--- config.mk ---
export PLATFORM = sky130hd
export DESIGN_NAME = reg_file_mp
export DESIGN_NICKNAME = d
export VERILOG_FILES = /design/src/rtl/reg_file_pkg.sv /design/src/rtl/reg_file_rd_port.sv /design/src/rtl/reg_file_mp.sv
export SDC_FILE = /design/constraint.sdc
export NUM_CORES = 1
export LEC_CHECK = 0
export ABC_AREA = 1
export CAP_MARGIN = 0
export CELL_PAD_IN_SITES_DETAIL_PLACEMENT = 1
export CELL_PAD_IN_SITES_GLOBAL_PLACEMENT = 2
export CORE_MARGIN = 2
export CORE_UTILIZATION = 38
export DETAILED_ROUTE_END_ITERATION = 10
export GPL_TIMING_DRIVEN = 0
export PLACE_DENSITY_LB_ADDON = 0.2
export SETUP_SLACK_MARGIN = 0.4
export SYNTH_ARGS = -nofsm -noshare
export SYNTH_HDL_FRONTEND = slang
export SYNTH_SLANG_ARGS = --single-unit
--- constraint.sdc ---
create_clock -name CLK -period 4.7 [get_ports CLK]
set_clock_uncertainty 0.15 [all_clocks]
set_input_delay 0.705 -clock CLK [delete_from_list [all_inputs] [get_ports CLK]]
set_output_delay 0.705 -clock CLK [all_outputs]
set_load 0.05 [all_outputs]
--- src/rtl/reg_file_pkg.sv ---
// Shared types and default sizes for the multi-port register file family.
package reg_file_pkg;

    localparam int RF_DATA_W_DEF = 16;
    localparam int RF_DEPTH_DEF  = 8;

    typedef enum logic {
        RF_IDLE  = 1'b0,
        RF_CLEAR = 1'b1
    } rf_state_e;

endpackage

--- src/rtl/reg_file_rd_port.sv ---
// One registered read port: address range check, clear-aware zeroing and
// optional same-cycle write forwarding (REG_FILE_BYPASS_EN).
module reg_file_rd_port
    import reg_file_pkg::*;
#(
    parameter int DATA_W = RF_DATA_W_DEF,
    parameter int DEPTH  = RF_DEPTH_DEF,
    parameter int ADDR_W = $clog2(RF_DEPTH_DEF)
) (
    input  logic                      CLK,
    input  logic                      RST,
    input  logic                      rd_en_i,
    input  logic [ADDR_W-1:0]         rd_addr_i,
    input  logic [DEPTH*DATA_W-1:0]   mem_flat_i,
    input  logic                      clr_active_i,
    input  logic [ADDR_W-1:0]         clr_addr_i,
`ifdef REG_FILE_BYPASS_EN
    input  logic                      wr_acc_i,
    input  logic [ADDR_W-1:0]         wr_addr_i,
    input  logic [DATA_W-1:0]         wr_data_i,
`endif
    output logic [DATA_W-1:0]         rd_data_o,
    output logic                      rd_valid_o,
    output logic                      rd_oor_o
);

    logic [DATA_W-1:0] rd_word;
    logic [DATA_W-1:0] rd_data_d;
    logic [DATA_W-1:0] rd_data_q;
    logic              rd_valid_q;
    logic              in_range;
    logic              clear_hit;

    always_comb begin
        rd_word = '0;
        for (int i = 0; i < DEPTH; i++) begin
            if (rd_addr_i == ADDR_W'(i)) begin
                rd_word = mem_flat_i[i*DATA_W +: DATA_W];
            end
        end
    end

    assign in_range  = (rd_addr_i <= ADDR_W'(DEPTH - 1));
    // The entry being zeroed this cycle already counts as cleared for a reader.
    assign clear_hit = clr_active_i && (rd_addr_i == clr_addr_i);
    assign rd_oor_o  = rd_en_i && !in_range;

    always_comb begin
        rd_data_d = rd_word;
        if (!in_range || clear_hit) begin
            rd_data_d = '0;
        end
`ifdef REG_FILE_BYPASS_EN
        else if (wr_acc_i && (wr_addr_i == rd_addr_i)) begin
            rd_data_d = wr_data_i;
        end
`endif
    end

    always_ff @(posedge CLK or negedge RST) begin
        if (!RST) begin
            rd_data_q  <= '0;
            rd_valid_q <= 1'b0;
        end else begin
            rd_valid_q <= rd_en_i;
            if (rd_en_i) begin
                rd_data_q <= rd_data_d;
            end
        end
    end

    assign rd_data_o  = rd_data_q;
    assign rd_valid_o = rd_valid_q;

endmodule

--- src/rtl/reg_file_mp.sv ---
// Multi-port register file: one write port, two registered read ports and a
// sequenced clear. Build with REG_FILE_BYPASS_EN to forward same-cycle writes.
module reg_file_mp
    import reg_file_pkg::*;
#(
    parameter  int DATA_W = RF_DATA_W_DEF,
    parameter  int DEPTH  = RF_DEPTH_DEF,
    localparam int ADDR_W = $clog2(DEPTH)
) (
    input  logic              CLK,
    input  logic              RST,
    input  logic              WrEn,
    input  logic [ADDR_W-1:0] WrAddr,
    input  logic [DATA_W-1:0] WrData,
    input  logic              RdEn0,
    input  logic [ADDR_W-1:0] RdAddr0,
    input  logic              RdEn1,
    input  logic [ADDR_W-1:0] RdAddr1,
    input  logic              ClrReq,
    output logic [DATA_W-1:0] RdData0,
    output logic [DATA_W-1:0] RdData1,
    output logic              RdValid0,
    output logic              RdValid1,
    output logic              Busy,
    output logic              WrDrop,
    output logic              AddrErr
);

    // Reads have no backpressure: RdEn<n> in cycle t always yields RdValid<n>
    // and fresh RdData<n> in cycle t+1; RdData<n> holds while RdEn<n> is low.

    rf_state_e         state_q, state_d;
    logic [ADDR_W-1:0] cnt_q, cnt_d;
    logic              clearing;

    logic [DATA_W-1:0]       mem_q [DEPTH];
    logic [DEPTH*DATA_W-1:0] mem_flat;

    logic wr_in_range;
    logic wr_accept;
    logic wr_drop_q;
    logic addr_err_q;
    logic rd_oor0, rd_oor1;

    always_ff @(posedge CLK or negedge RST) begin
        if (!RST) begin
            state_q <= RF_IDLE;
            cnt_q   <= '0;
        end else begin
            state_q <= state_d;
            cnt_q   <= cnt_d;
        end
    end

    always_comb begin
        state_d = state_q;
        cnt_d   = cnt_q;
        case (state_q)
            RF_IDLE: begin
                if (ClrReq) begin
                    state_d = RF_CLEAR;
                    cnt_d   = '0;
                end
            end
            RF_CLEAR: begin
                if (cnt_q == ADDR_W'(DEPTH - 1)) begin
                    state_d = RF_IDLE;
                    cnt_d   = '0;
                end else begin
                    cnt_d = cnt_q + 1'b1;
                end
            end
            default: begin
                state_d = RF_IDLE;
                cnt_d   = '0;
            end
        endcase
    end

    always_comb begin
        clearing = (state_q == RF_CLEAR);
        Busy     = clearing;
    end

    assign wr_in_range = (WrAddr <= ADDR_W'(DEPTH - 1));
    assign wr_accept   = WrEn && wr_in_range && !clearing;

    always_ff @(posedge CLK or negedge RST) begin
        if (!RST) begin
            for (int i = 0; i < DEPTH; i++) begin
                mem_q[i] <= '0;
            end
        end else begin
            for (int i = 0; i < DEPTH; i++) begin
                if (clearing && (cnt_q == ADDR_W'(i))) begin
                    mem_q[i] <= '0;
                end else if (wr_accept && (WrAddr == ADDR_W'(i))) begin
                    mem_q[i] <= WrData;
                end
            end
        end
    end

    for (genvar g = 0; g < DEPTH; g++) begin : g_flat
        assign mem_flat[g*DATA_W +: DATA_W] = mem_q[g];
    end

    always_ff @(posedge CLK or negedge RST) begin
        if (!RST) begin
            wr_drop_q  <= 1'b0;
            addr_err_q <= 1'b0;
        end else begin
            wr_drop_q  <= WrEn && (!wr_in_range || clearing);
            addr_err_q <= (WrEn && !wr_in_range) || rd_oor0 || rd_oor1;
        end
    end

    assign WrDrop  = wr_drop_q;
    assign AddrErr = addr_err_q;

    reg_file_rd_port #(.DATA_W(DATA_W), .DEPTH(DEPTH), .ADDR_W(ADDR_W)) u_rd0 (
        .CLK          (CLK),
        .RST          (RST),
        .rd_en_i      (RdEn0),
        .rd_addr_i    (RdAddr0),
        .mem_flat_i   (mem_flat),
        .clr_active_i (clearing),
        .clr_addr_i   (cnt_q),
`ifdef REG_FILE_BYPASS_EN
        .wr_acc_i     (wr_accept),
        .wr_addr_i    (WrAddr),
        .wr_data_i    (WrData),
`endif
        .rd_data_o    (RdData0),
        .rd_valid_o   (RdValid0),
        .rd_oor_o     (rd_oor0)
    );

    reg_file_rd_port #(.DATA_W(DATA_W), .DEPTH(DEPTH), .ADDR_W(ADDR_W)) u_rd1 (
        .CLK          (CLK),
        .RST          (RST),
        .rd_en_i      (RdEn1),
        .rd_addr_i    (RdAddr1),
        .mem_flat_i   (mem_flat),
        .clr_active_i (clearing),
        .clr_addr_i   (cnt_q),
`ifdef REG_FILE_BYPASS_EN
        .wr_acc_i     (wr_accept),
        .wr_addr_i    (WrAddr),
        .wr_data_i    (WrData),
`endif
        .rd_data_o    (RdData1),
        .rd_valid_o   (RdValid1),
        .rd_oor_o     (rd_oor1)
    );

endmodule
# Yosys cells after proc, flatten, opt, wreduce, memory -nomap -nowiden
# Index checks and enable logic that the tools add are counted.
[word_totals] input_bits=31 ff_bits=168
[op_classes] addsub=1 bitwise_logic=1 reduce_logical=45 magnitude_cmp=3 n_eq_ne=31 mux=40
[ops] operator="two-way mux 16 bit" n=34
[ops] operator="equality test 3 bit, second input constant" n=16
[ops] operator="equality test 3 x 2 -> 1 bit, second input constant" n=8
[ops] operator="logical AND 1 bit" n=24
[ops] operator="nonzero test 2 bit" n=8
[ops] operator="equality test 3 x 1 -> 1 bit, second input constant" n=4
[ops] operator="zero test 3 bit" n=4
[ops] operator="less-or-equal comparator 3 bit, second input constant" n=3
[ops] operator="equality test 3 bit" n=2
[ops] operator="two-way mux 3 bit" n=2
[ops] operator="one-hot mux 3 bit (2 select lines)" n=1
[ops] operator="logical OR 1 bit" n=5
[ops] operator="zero test 1 bit" n=4
[ops] operator="adder 3 x 1 -> 3 bit, second input constant" n=1
[ops] operator="two-way mux 1 bit" n=2
[ops] operator="!= test 2 bit, second input constant" n=1
[ops] operator="one-hot mux 1 bit (2 select lines)" n=1
[ops] operator="inverter 1 bit" n=1

# Depth between registers and ports, before layout
[depth] depth_word=10 mapped_depth=12

# Cells and area by module
# From an unflattened synthesis, not the netlist that was laid out.
[unflattened] cells_unflattened=1284 area_unflattened_um2=9092.5
[modules_own_cells] mod="reg_file_mp" area_per_inst_um2=5579.1 n_inst=1 cells_each=620
[modules_own_cells] mod="reg_file_rd_port" area_per_inst_um2=1756.7 n_inst=2 cells_each=332

# Worst setup path after synthesis
# No wires, ideal clock.
[synth_path] kind="input-to-reg" startpoint="input RdAddr0[2]" endpoint="register u_rd0.rd_data_q[10] (netlist: u_rd0.rd_data_o[10])" stages=8 setup_time_ns=0.118 arrival_time_ns=1.588 slack_ns=2.844 cell_sequence="buf_4 a21oi_2 o211ai_2 o21ai_4 buf_6 nor2_1 nand2_1 nand2_1"
[synth_via] elab_chain_cells=10 elab_cells_between_ends=22 classes_between="1 x order compare; 8 x eq/ne; 9 x mux; 4 x reduce/logical"
[synth_rtl] item="start, declared" line="reg_file_mp.sv:16" rtl="input logic [ADDR_W-1:0] RdAddr0,"
[synth_rtl] item="zero test 3 bit" line="reg_file_rd_port.sv:37" rtl="if (rd_addr_i == ADDR_W'(i)) begin"
[synth_rtl] item="two-way mux 16 bit (8 in a row)" line="reg_file_rd_port.sv:37"
[synth_rtl] item="two-way mux 16 bit (*)" line="reg_file_rd_port.sv:50" rtl="if (!in_range || clear_hit) begin"
[synth_rtl] item="end signal, assigned" line="reg_file_rd_port.sv:67" rtl="rd_data_q <= rd_data_d;"
[synth_rtl] item="end, declared" line="reg_file_rd_port.sv:29" rtl="logic [DATA_W-1:0] rd_data_q;"
# Every way passes the cells marked *; elsewhere a longest branch is shown, timed or not.
# A chain may end at the register's enable or synchronous reset.

# Worst setup path after layout
[layout_path] startpoint="register state_q (netlist: Busy)" endpoint="output Busy"
[layout_lines] item="start, declared" line="reg_file_mp.sv:32" rtl="rf_state_e state_q, state_d;"
[layout_lines] item="start signal, assigned" line="reg_file_mp.sv:50" rtl="state_q <= state_d;"
[layout_lines] item="end, declared" line="reg_file_mp.sv:24" rtl="output logic Busy,"
# No word-level cell between the ends.

==> run_results.csv <==
group,metric,value,unit
clocking,cts_htree_levels,4,
global_route,grt_overflow,0,
die,die_w,154.7,um
placed_design,portBuffers,61,
placed_design,dp.cells,1435,
placed_design,dpl-instance-area,0.009630,mm2
sta,min_period,2.558,ns
clocking,cts_root_buf,"clkbuf_16",
sta,fin_ws,2.142,ns
setup_path,critPathTopFamily,"buffers and inverters",
placed_design,gp_congestion,0.8485,
die,dieArea,0.02393,mm2
sta,slew_headroom,62.17,%
detailed_routing,ant_nets,0,
detailed_routing,route.met3.wl,1060,um
global_route,track_usage,25.34,%
yosys,synth_cells,1088,
sta,slew_viol_final,0,
pwr,ir_drop,0.2429,mV
clocking,postCtsHoldBufs,0,
sta,setup_violations,0,
setup_path,timing.rr.start,"cnt_q[0]",
clocking,clk_path_buf_depth,2,
die,num_io_pins,68,
die,fp.dieH,154.7,um
global_route,grt_pass1_vias,8000,
yosys,synthArstFlopShare,100.0,%
clocking,cts_tree,"yes",
layout,fin_cells,1467,
sta,worst_pin_slew,0.5674,ns
run,maxCapViolCount,0,
clocking,clkSlewWorstSetupHoldPaths,0.07,ns
setup_path,reg2reg_to,"mem_flat[7]",
setup_path,arrival,1.70,ns
die,rows,55,
setup_path,path_class,"reg -> out",
placed_design,dp_slack,2.111,ns
detailed_routing,vias,7729,
pwr,total_power,5.176,mW
detailed_routing,wl_met1,13750,um
sta,rsz0062_at_grt,"false",
setup_path,required,3.85,ns
clocking,insertion_delay,0.44,ns
detailed_routing,top_layer,"met4",
die,start_util,38.47,%
sta,holdWs,0.03852,ns
detailed_routing,wl_per_cell,19.64,um
setup_path,cp-end-kind,"output port",
setup_path,max_stage_delay,0.84,ns
yosys,synth-warning-count,0,
layout,layout_commonest_cell,"nand2_1",
pwr,cellPowerDensity,505.6,mW/mm2
detailed_routing,drc_errors,0,
setup_path,critPathBufInv,1,
global_route,grt_max_degree,108,
layout,mostFrequentLayoutCells,"nand2_1, dfrtp_1, nand3_1",
detailed_routing,first_pass_iters,4,
clocking,cts_sinks,168,
worst_hold_path,hold_class,"in -> async",
sta,tns,0,ns
setup_path,crit_path_top_delay_cell,"clkdlybuf4s50_1",
setup_path,r2r_setup_slack,2.66,ns
setup_path,rr_worst_depth,6,
yosys,avgSynthCellArea,7.933,um2
yosys,yosysSeqAreaShare,48.71,%
yosys,synth.distinct_cells,30,
yosys,synth-seq-cells,168,
setup_path,path_max_fanout,5,
outcome,status,"finished clean",
layout,layout-drive-gt1-share,9.983,%
sta,max_freq,390.9,MHz
layout,syn_to_final_growth,18.63,%
layout,diodes,0,
yosys,mappedNetlistArea,0.008631,mm2
detailed_routing,met2_length,13580,um
global_route,grt_pass1_wl,46490,um
setup_path,start_kind,"flip-flop",
placed_design,dp_hpwl,22460,um
yosys,synth_edf_count,0,
clocking,cts_buffers,17,
clocking,post_cts_resized,0,
layout,final_area,0.01024,mm2
yosys,syn-num-nets,1125,
yosys,synth_flop_cell,"dfrtp_1",
layout,nets,1206,
detailed_routing,drt_iter0_markers,482,
detailed_routing,wl,28820,um
sta,hold_violations,0,
layout,final_core_util,45.64,%
pwr,leakagePower,4.795,nW
global_route,antenna_found_initial,0,
die,core_area,0.02243,mm2
sta,fin_crit_sh,54.43,%
clocking,cts_setup_buffers,0,
setup_path,path_cells,"clkdlybuf4s50_1",
detailed_routing,viasPerCell,5.269,
setup_path,cp.depth,1,
sequential cells by signal, summed over array words and instances (netlist names):
name,count
WrDrop,1
AddrErr,1
mem_flat,128
u_rd1.rd_data_o,16
u_rd0.rd_data_o,16
u_rd1.rd_valid_o,1
cnt_q,3
Busy,1
u_rd0.rd_valid_o,1
cells by family (layout without fill, tap and decap cells):
kind of cell               after synthesis  in the layout  share of synthesized area [%]
xor gates and xnor gates                 1              1                         0.1015
and+or+nand+nor                        543            543                          27.94
AOI/OAI and AO/OA                      205            205                          13.40
buffers and inverters                  164            258                          8.945
adders and majority gates                6              6                         0.8698
DFF                                    168            168                          48.71
other                                    1              1                        0.04345
power by group:
part	total, mW	internal, mW	switching (mW)
sequential	2.07	1.82	0.254
combinational	1.62	0.521	1.10
clock	1.49	0.807	0.682
total	5.18	3.14	2.03
cell type report:
cell class	count	area, um2
inverters	109	419.2
clock buffers	17	425.4
clock inverters	15	182.7
fillers	2745	12200
well taps	285	356.6
repair buffers	62	643.1
plain buffers	55	352.8
multi-input cells	756	3655
flip-flops and latches	168	4204
routing by layer:
| layer | GRT usage, % | vias up |
|---|---|---|
| met3 | 4.091 | 30 |
| li1 | - | 3777 |
| met5 | 0 | - |
| met4 | 6.217 | 0 |
| met2 | 41.56 | 147 |
| met1 | 35.26 | 3775 |
synth_stat cells, types with 3 or more instances:
cell | instances | area share, %
inv_2 | 12 | 0.52
nand3_1 | 113 | 6.6
o21ai_1 | 3 | 0.17
nand4_1 | 31 | 2.2
nand2_2 | 4 | 0.29
o211ai_2 | 3 | 0.43
buf_4 | 14 | 1.2
o21ai_0 | 76 | 4.4
inv_1 | 93 | 4.0
nor3_4 | 6 | 1.1
inv_4 | 4 | 0.29
nand2_1 | 302 | 13
clkbuf_1 | 16 | 0.70
nor2_1 | 76 | 3.3
buf_6 | 10 | 1.3
nor2_4 | 3 | 0.39
buf_2 | 15 | 0.87
o22ai_1 | 57 | 4.1
a21oi_1 | 60 | 3.5
nand3_2 | 5 | 0.58
ha_1 | 6 | 0.87
dfrtp_1 | 168 | 49
how the worst max path moves through the flow:
stage               startpoint                   to  slack, ns
floorplan           RdAddr0[2]  u_rd0.rd_data_o[10]       2.84
global route              Busy                 Busy       2.08
CTS                       Busy                 Busy       2.13
global placement           RST  u_rd1.rd_data_o[13]      -4.61
finish                    Busy                 Busy       2.14
detailed placement   WrAddr[2]        mem_flat[125]       2.11
(Power assumes the default switching activity.)
==> RTL change 1: new RTL, config.mk and constraints unchanged <==
Register the inputs `WrEn`, `RdEn0`, `RdAddr0`, `RdEn1`, `RdAddr1` and `ClrReq` before use, cleared by the reset. The logic sees them one clock later. The other inputs are not delayed to match.
--- a/src/rtl/reg_file_mp.sv
+++ b/src/rtl/reg_file_mp.sv
@@ -25,6 +25,31 @@
     output logic              WrDrop,
     output logic              AddrErr
 );
+
+    logic WrEn_q;
+    logic RdEn0_q;
+    logic [ADDR_W-1:0] RdAddr0_q;
+    logic RdEn1_q;
+    logic [ADDR_W-1:0] RdAddr1_q;
+    logic ClrReq_q;
+
+    always_ff @(posedge CLK or negedge RST) begin
+        if (!RST) begin
+            WrEn_q    <= '0;
+            RdEn0_q   <= '0;
+            RdAddr0_q <= '0;
+            RdEn1_q   <= '0;
+            RdAddr1_q <= '0;
+            ClrReq_q  <= '0;
+        end else begin
+            WrEn_q    <= WrEn;
+            RdEn0_q   <= RdEn0;
+            RdAddr0_q <= RdAddr0;
+            RdEn1_q   <= RdEn1;
+            RdAddr1_q <= RdAddr1;
+            ClrReq_q  <= ClrReq;
+        end
+    end
 
     // Reads have no backpressure: RdEn<n> in cycle t always yields RdValid<n>
     // and fresh RdData<n> in cycle t+1; RdData<n> holds while RdEn<n> is low.
@@ -57,7 +82,7 @@
         cnt_d   = cnt_q;
         case (state_q)
             RF_IDLE: begin
-                if (ClrReq) begin
+                if (ClrReq_q) begin
                     state_d = RF_CLEAR;
                     cnt_d   = '0;
                 end
@@ -83,7 +108,7 @@
     end
 
     assign wr_in_range = (WrAddr <= ADDR_W'(DEPTH - 1));
-    assign wr_accept   = WrEn && wr_in_range && !clearing;
+    assign wr_accept   = WrEn_q && wr_in_range && !clearing;
 
     always_ff @(posedge CLK or negedge RST) begin
         if (!RST) begin
@@ -110,8 +135,8 @@
             wr_drop_q  <= 1'b0;
             addr_err_q <= 1'b0;
         end else begin
-            wr_drop_q  <= WrEn && (!wr_in_range || clearing);
-            addr_err_q <= (WrEn && !wr_in_range) || rd_oor0 || rd_oor1;
+            wr_drop_q  <= WrEn_q && (!wr_in_range || clearing);
+            addr_err_q <= (WrEn_q && !wr_in_range) || rd_oor0 || rd_oor1;
         end
     end
 
@@ -121,8 +146,8 @@
     reg_file_rd_port #(.DATA_W(DATA_W), .DEPTH(DEPTH), .ADDR_W(ADDR_W)) u_rd0 (
         .CLK          (CLK),
         .RST          (RST),
-        .rd_en_i      (RdEn0),
-        .rd_addr_i    (RdAddr0),
+        .rd_en_i      (RdEn0_q),
+        .rd_addr_i    (RdAddr0_q),
         .mem_flat_i   (mem_flat),
         .clr_active_i (clearing),
         .clr_addr_i   (cnt_q),
@@ -139,8 +164,8 @@
     reg_file_rd_port #(.DATA_W(DATA_W), .DEPTH(DEPTH), .ADDR_W(ADDR_W)) u_rd1 (
         .CLK          (CLK),
         .RST          (RST),
-        .rd_en_i      (RdEn1),
-        .rd_addr_i    (RdAddr1),
+        .rd_en_i      (RdEn1_q),
+        .rd_addr_i    (RdAddr1_q),
         .mem_flat_i   (mem_flat),
         .clr_active_i (clearing),
         .clr_addr_i   (cnt_q),
Function: changed (a bounded check fails within 4 cycles, from zero or initial values and one cycle with RST low).
==> RTL change 1 against the unedited design <==
  * First-iteration DRC count rose by 3.1%
  * Die area fell by 0.65%
  * Design area is essentially flat
  * Total power rose by 3.6%
  * Worst setup slack worse by 48 ps
  * Sequential share of layout area increased by 2.5 points
  * Sequential cell count rose by 10
  * Area after synthesis decreased by 0.67%
  * Register-to-register slack worse by 220 ps
  * Routed wire length is 7.5% higher
  * Critical path type unchanged
  * Largest cell class unchanged
  * Largest power group unchanged
==> RTL change 1: results <==
group,metric,value,unit
status,status,"finished, final reports clean",
global_route,grt_max_degree,93,
logic_synthesis,yosysSeqAreaShare,0.5196,
critical_path,cp.arrival,1750,ps
global_route,grt_pass1_vias,8456,
global_route,use_met1,0.3612,
global_route,use_met3,0.03054,
place,place_area,9627,sq um
layout,final_net_count,1181,
drt,drt_iter0_drc,497,
place,gp_congestion,0.8844,
global_route,grtUsageTotal,0.2719,
critical_path,critPathMaxStageDelay,850,ps
drt,wl_met1,14130,microns
logic_synthesis,netlist-cell-type-count,29,
timing,hold_ws,144.2,ps
critical_path,worst-path-max-fanout,6,
clocking,clockRootBuffer,"clkbuf_16",
logic_synthesis,synth_nets,1094,
place,dp_cells,1405,
pwr,p_int,3291,uW
place,portBuffers,67,
place,dp_hpwl,22710,microns
global_route,grt_pass1_wl,48820,microns
critical_path,worst-r2r-setup-slack,2440,ps
logic_synthesis,ys.warnings.count,0,
drt,wl_met3,892,microns
pwr,power_frac_seq,0.410,
layout,stdcell_count,1436,
logic_synthesis,synth.area.top_cells,"dfrtp_1, nand2_1, nand3_1",
drt,dr.pass1.iters,5,
timing,slew_headroom,0.3163,
logic_synthesis,avgSynthCellArea,8.111,sq um
clocking,cts-resized-gates,0,
global_route,grtUsageMet2,0.4676,
pwr,switchingPower,2073,uW
critical_path,rr_endpoint,"mem_flat[12]",
layout,drive_gt1_frac,0.07266,
place,pre_cts_slack,1916,ps
pwr,power.leakage,0.004721,uW
logic_synthesis,yosys-top-cells-count,"nand2_1, dfrtp_1, nand3_1",
pwr,ir_drop,0.2349,mV
## RTL change 1: changes by cell type in the layout (fill, tap and decap cells not counted), sizes merged, moves of 9 or more
cell,unedited run,this run
nand2,306,267
nor2,80,67
a21oi,62,72
buf,41,31
dfrtp,168,178
inv,117,108
## RTL change 1: layout make-up
type	count	area, sq um
well taps	280	350.3
clock inverters	13	175.2
clock buffers	18	429.2
flip-flops and latches	178	4454
repair buffers	68	703.2
inverters	103	386.6
fillers	2630	11730
multi-input cells	724	3465
plain buffers	52	267.8
## RTL change 1: cells by family after synthesis
group / synth area share
and+or+nand+nor: 0.2528
AOI/OAI and AO/OA: 0.1401
DFF: 0.5196
buffers and inverters: 0.07633
adders and majority gates: 0.008756
xor gates and xnor gates: 0.002044
other: 0.0004374
## RTL change 1: worst register-to-register path, delay by kind of cell (launching register included)
family | cells | cell delay, ps
buf+inv | 2 | 660
flops | 1 | 480
compound gates | 1 | 120
fa+ha+maj | 1 | 240
simple gates | 2 | 530
==> RTL change 2: new RTL, same flow settings <==
Made on the original files. Set the package constant `RF_DEPTH_DEF` to 16 (it was 8).
--- a/src/rtl/reg_file_pkg.sv
+++ b/src/rtl/reg_file_pkg.sv
@@ -2,7 +2,7 @@
 package reg_file_pkg;
 
     localparam int RF_DATA_W_DEF = 16;
-    localparam int RF_DEPTH_DEF  = 8;
+    localparam int RF_DEPTH_DEF  = 16;
 
     typedef enum logic {
         RF_IDLE  = 1'b0,
Ports: changed (resized RdAddr0, RdAddr1 and WrAddr); port bits go from 68 to 71. No check against the original RTL was run, so the function may have changed too.
==> RTL change 2 against the unedited design <==
  * The flow now finishes with violations (negative hold slack)
  * Worst setup slack got worse by 1200 ps
  * Critical endpoint is now u_rd1.rd_data_o[10]
  * Sequential cell count increased by 128
  * Design area increased by 74%
  * Routed wire length increased by 140%
  * Highest routed layer unchanged
  * Maximum frequency decreased by 31%
  * Area after synthesis increased by 76%
  * Total power increased by 55%
  * Utilization decreased by 0.71 points
  * Largest cell class unchanged
  * Clock power increased by 92%
==> RTL change 2: results <==
group,metric,value,unit
status,status,"finished with violations",
status,failed_checks,"negative hold slack",
global_route,grt_pass1_wl,103500,microns
place,gp_congestion,0.9449,
global_route,grt_pass1_vias,15430,
timing,timing_hold_violations_final,10,
pwr,ir_drop,0.2548,mV
critical_path,cp-endpoint,"u_rd1.rd_data_o[10]",
global_route,use_met3,0.05660,
critical_path,reg2reg_from,"Busy",
critical_path,r2r_cells,8,
logic_synthesis,netlist-cell-type-count,28,
drt,wire_per_inst,26.18,microns
drt,dr.pass1.iters,5,
place,dp_hpwl,51340,microns
logic_synthesis,yosys-top-cells-count,"nand2_1, dfrtp_1, inv_1",
clocking,cts_made_buffers,37,
clocking,clock_latency,560,ps
place,pre_cts_slack,564.4,ps
place,portBuffers,69,
layout,drive_gt1_frac,0.04440,
critical_path,worst-r2r-setup-slack,1410,ps
logic_synthesis,synth.area.top_cells,"dfrtp_1, nand2_1, nand3_1",
drt,vias,15580,
timing,hold_ws,-40.08,ps
global_route,grtUsageTotal,0.3435,
drt,wl_met1,32750,microns
critical_path,crit_family,"simple AND/OR/NAND/NOR gates",
pwr,power.leakage,0.008020,uW
drt,wl_met3,5818,microns
critical_path,cp.arrival,4000,ps
place,place_area,16590,sq um
global_route,use_met1,0.5195,
clocking,clockBufferDepth,3,
logic_synthesis,synth_nets,2069,
logic_synthesis,synth_adder_area_share,0.003297,
layout,stdcell_count,2687,
clocking,htreeDepth,2,
RTL change 2: cell count changes after synthesis, moves of 12 or more:
| cell | delta |
|---|---|
| buf_4 | -12 |
| o22ai_1 | +101 |
| nand2_1 | +239 |
| nor2_1 | +90 |
| a21oi_1 | +21 |
| clkbuf_1 | +58 |
| dfrtp_1 | +128 |
| o21ai_0 | +55 |
| nand4_1 | +47 |
| inv_1 | +159 |
| nand3_1 | +88 |
RTL change 2: final cells by class:
type	count	area, sq um
Tap cell	525	656.9
Multi-Input combinational cell	1382	6406
Buffer	99	414.1
Timing Repair Buffer	71	750.7
Inverter	254	953.4
Clock inverter	6	58.81
Fill cell	4939	21780
Clock buffer	54	1122
Sequential cell	296	7407
RTL change 2: power groups by stage:
stage	registers (uW)	logic, uW	clock network (uW)
floorplan	3400	971	0
global placement	3290	1810	0
detailed placement	3310	1870	0
CTS	3270	1880	2890
global route	3330	2070	2980
finish	3280	1910	2860
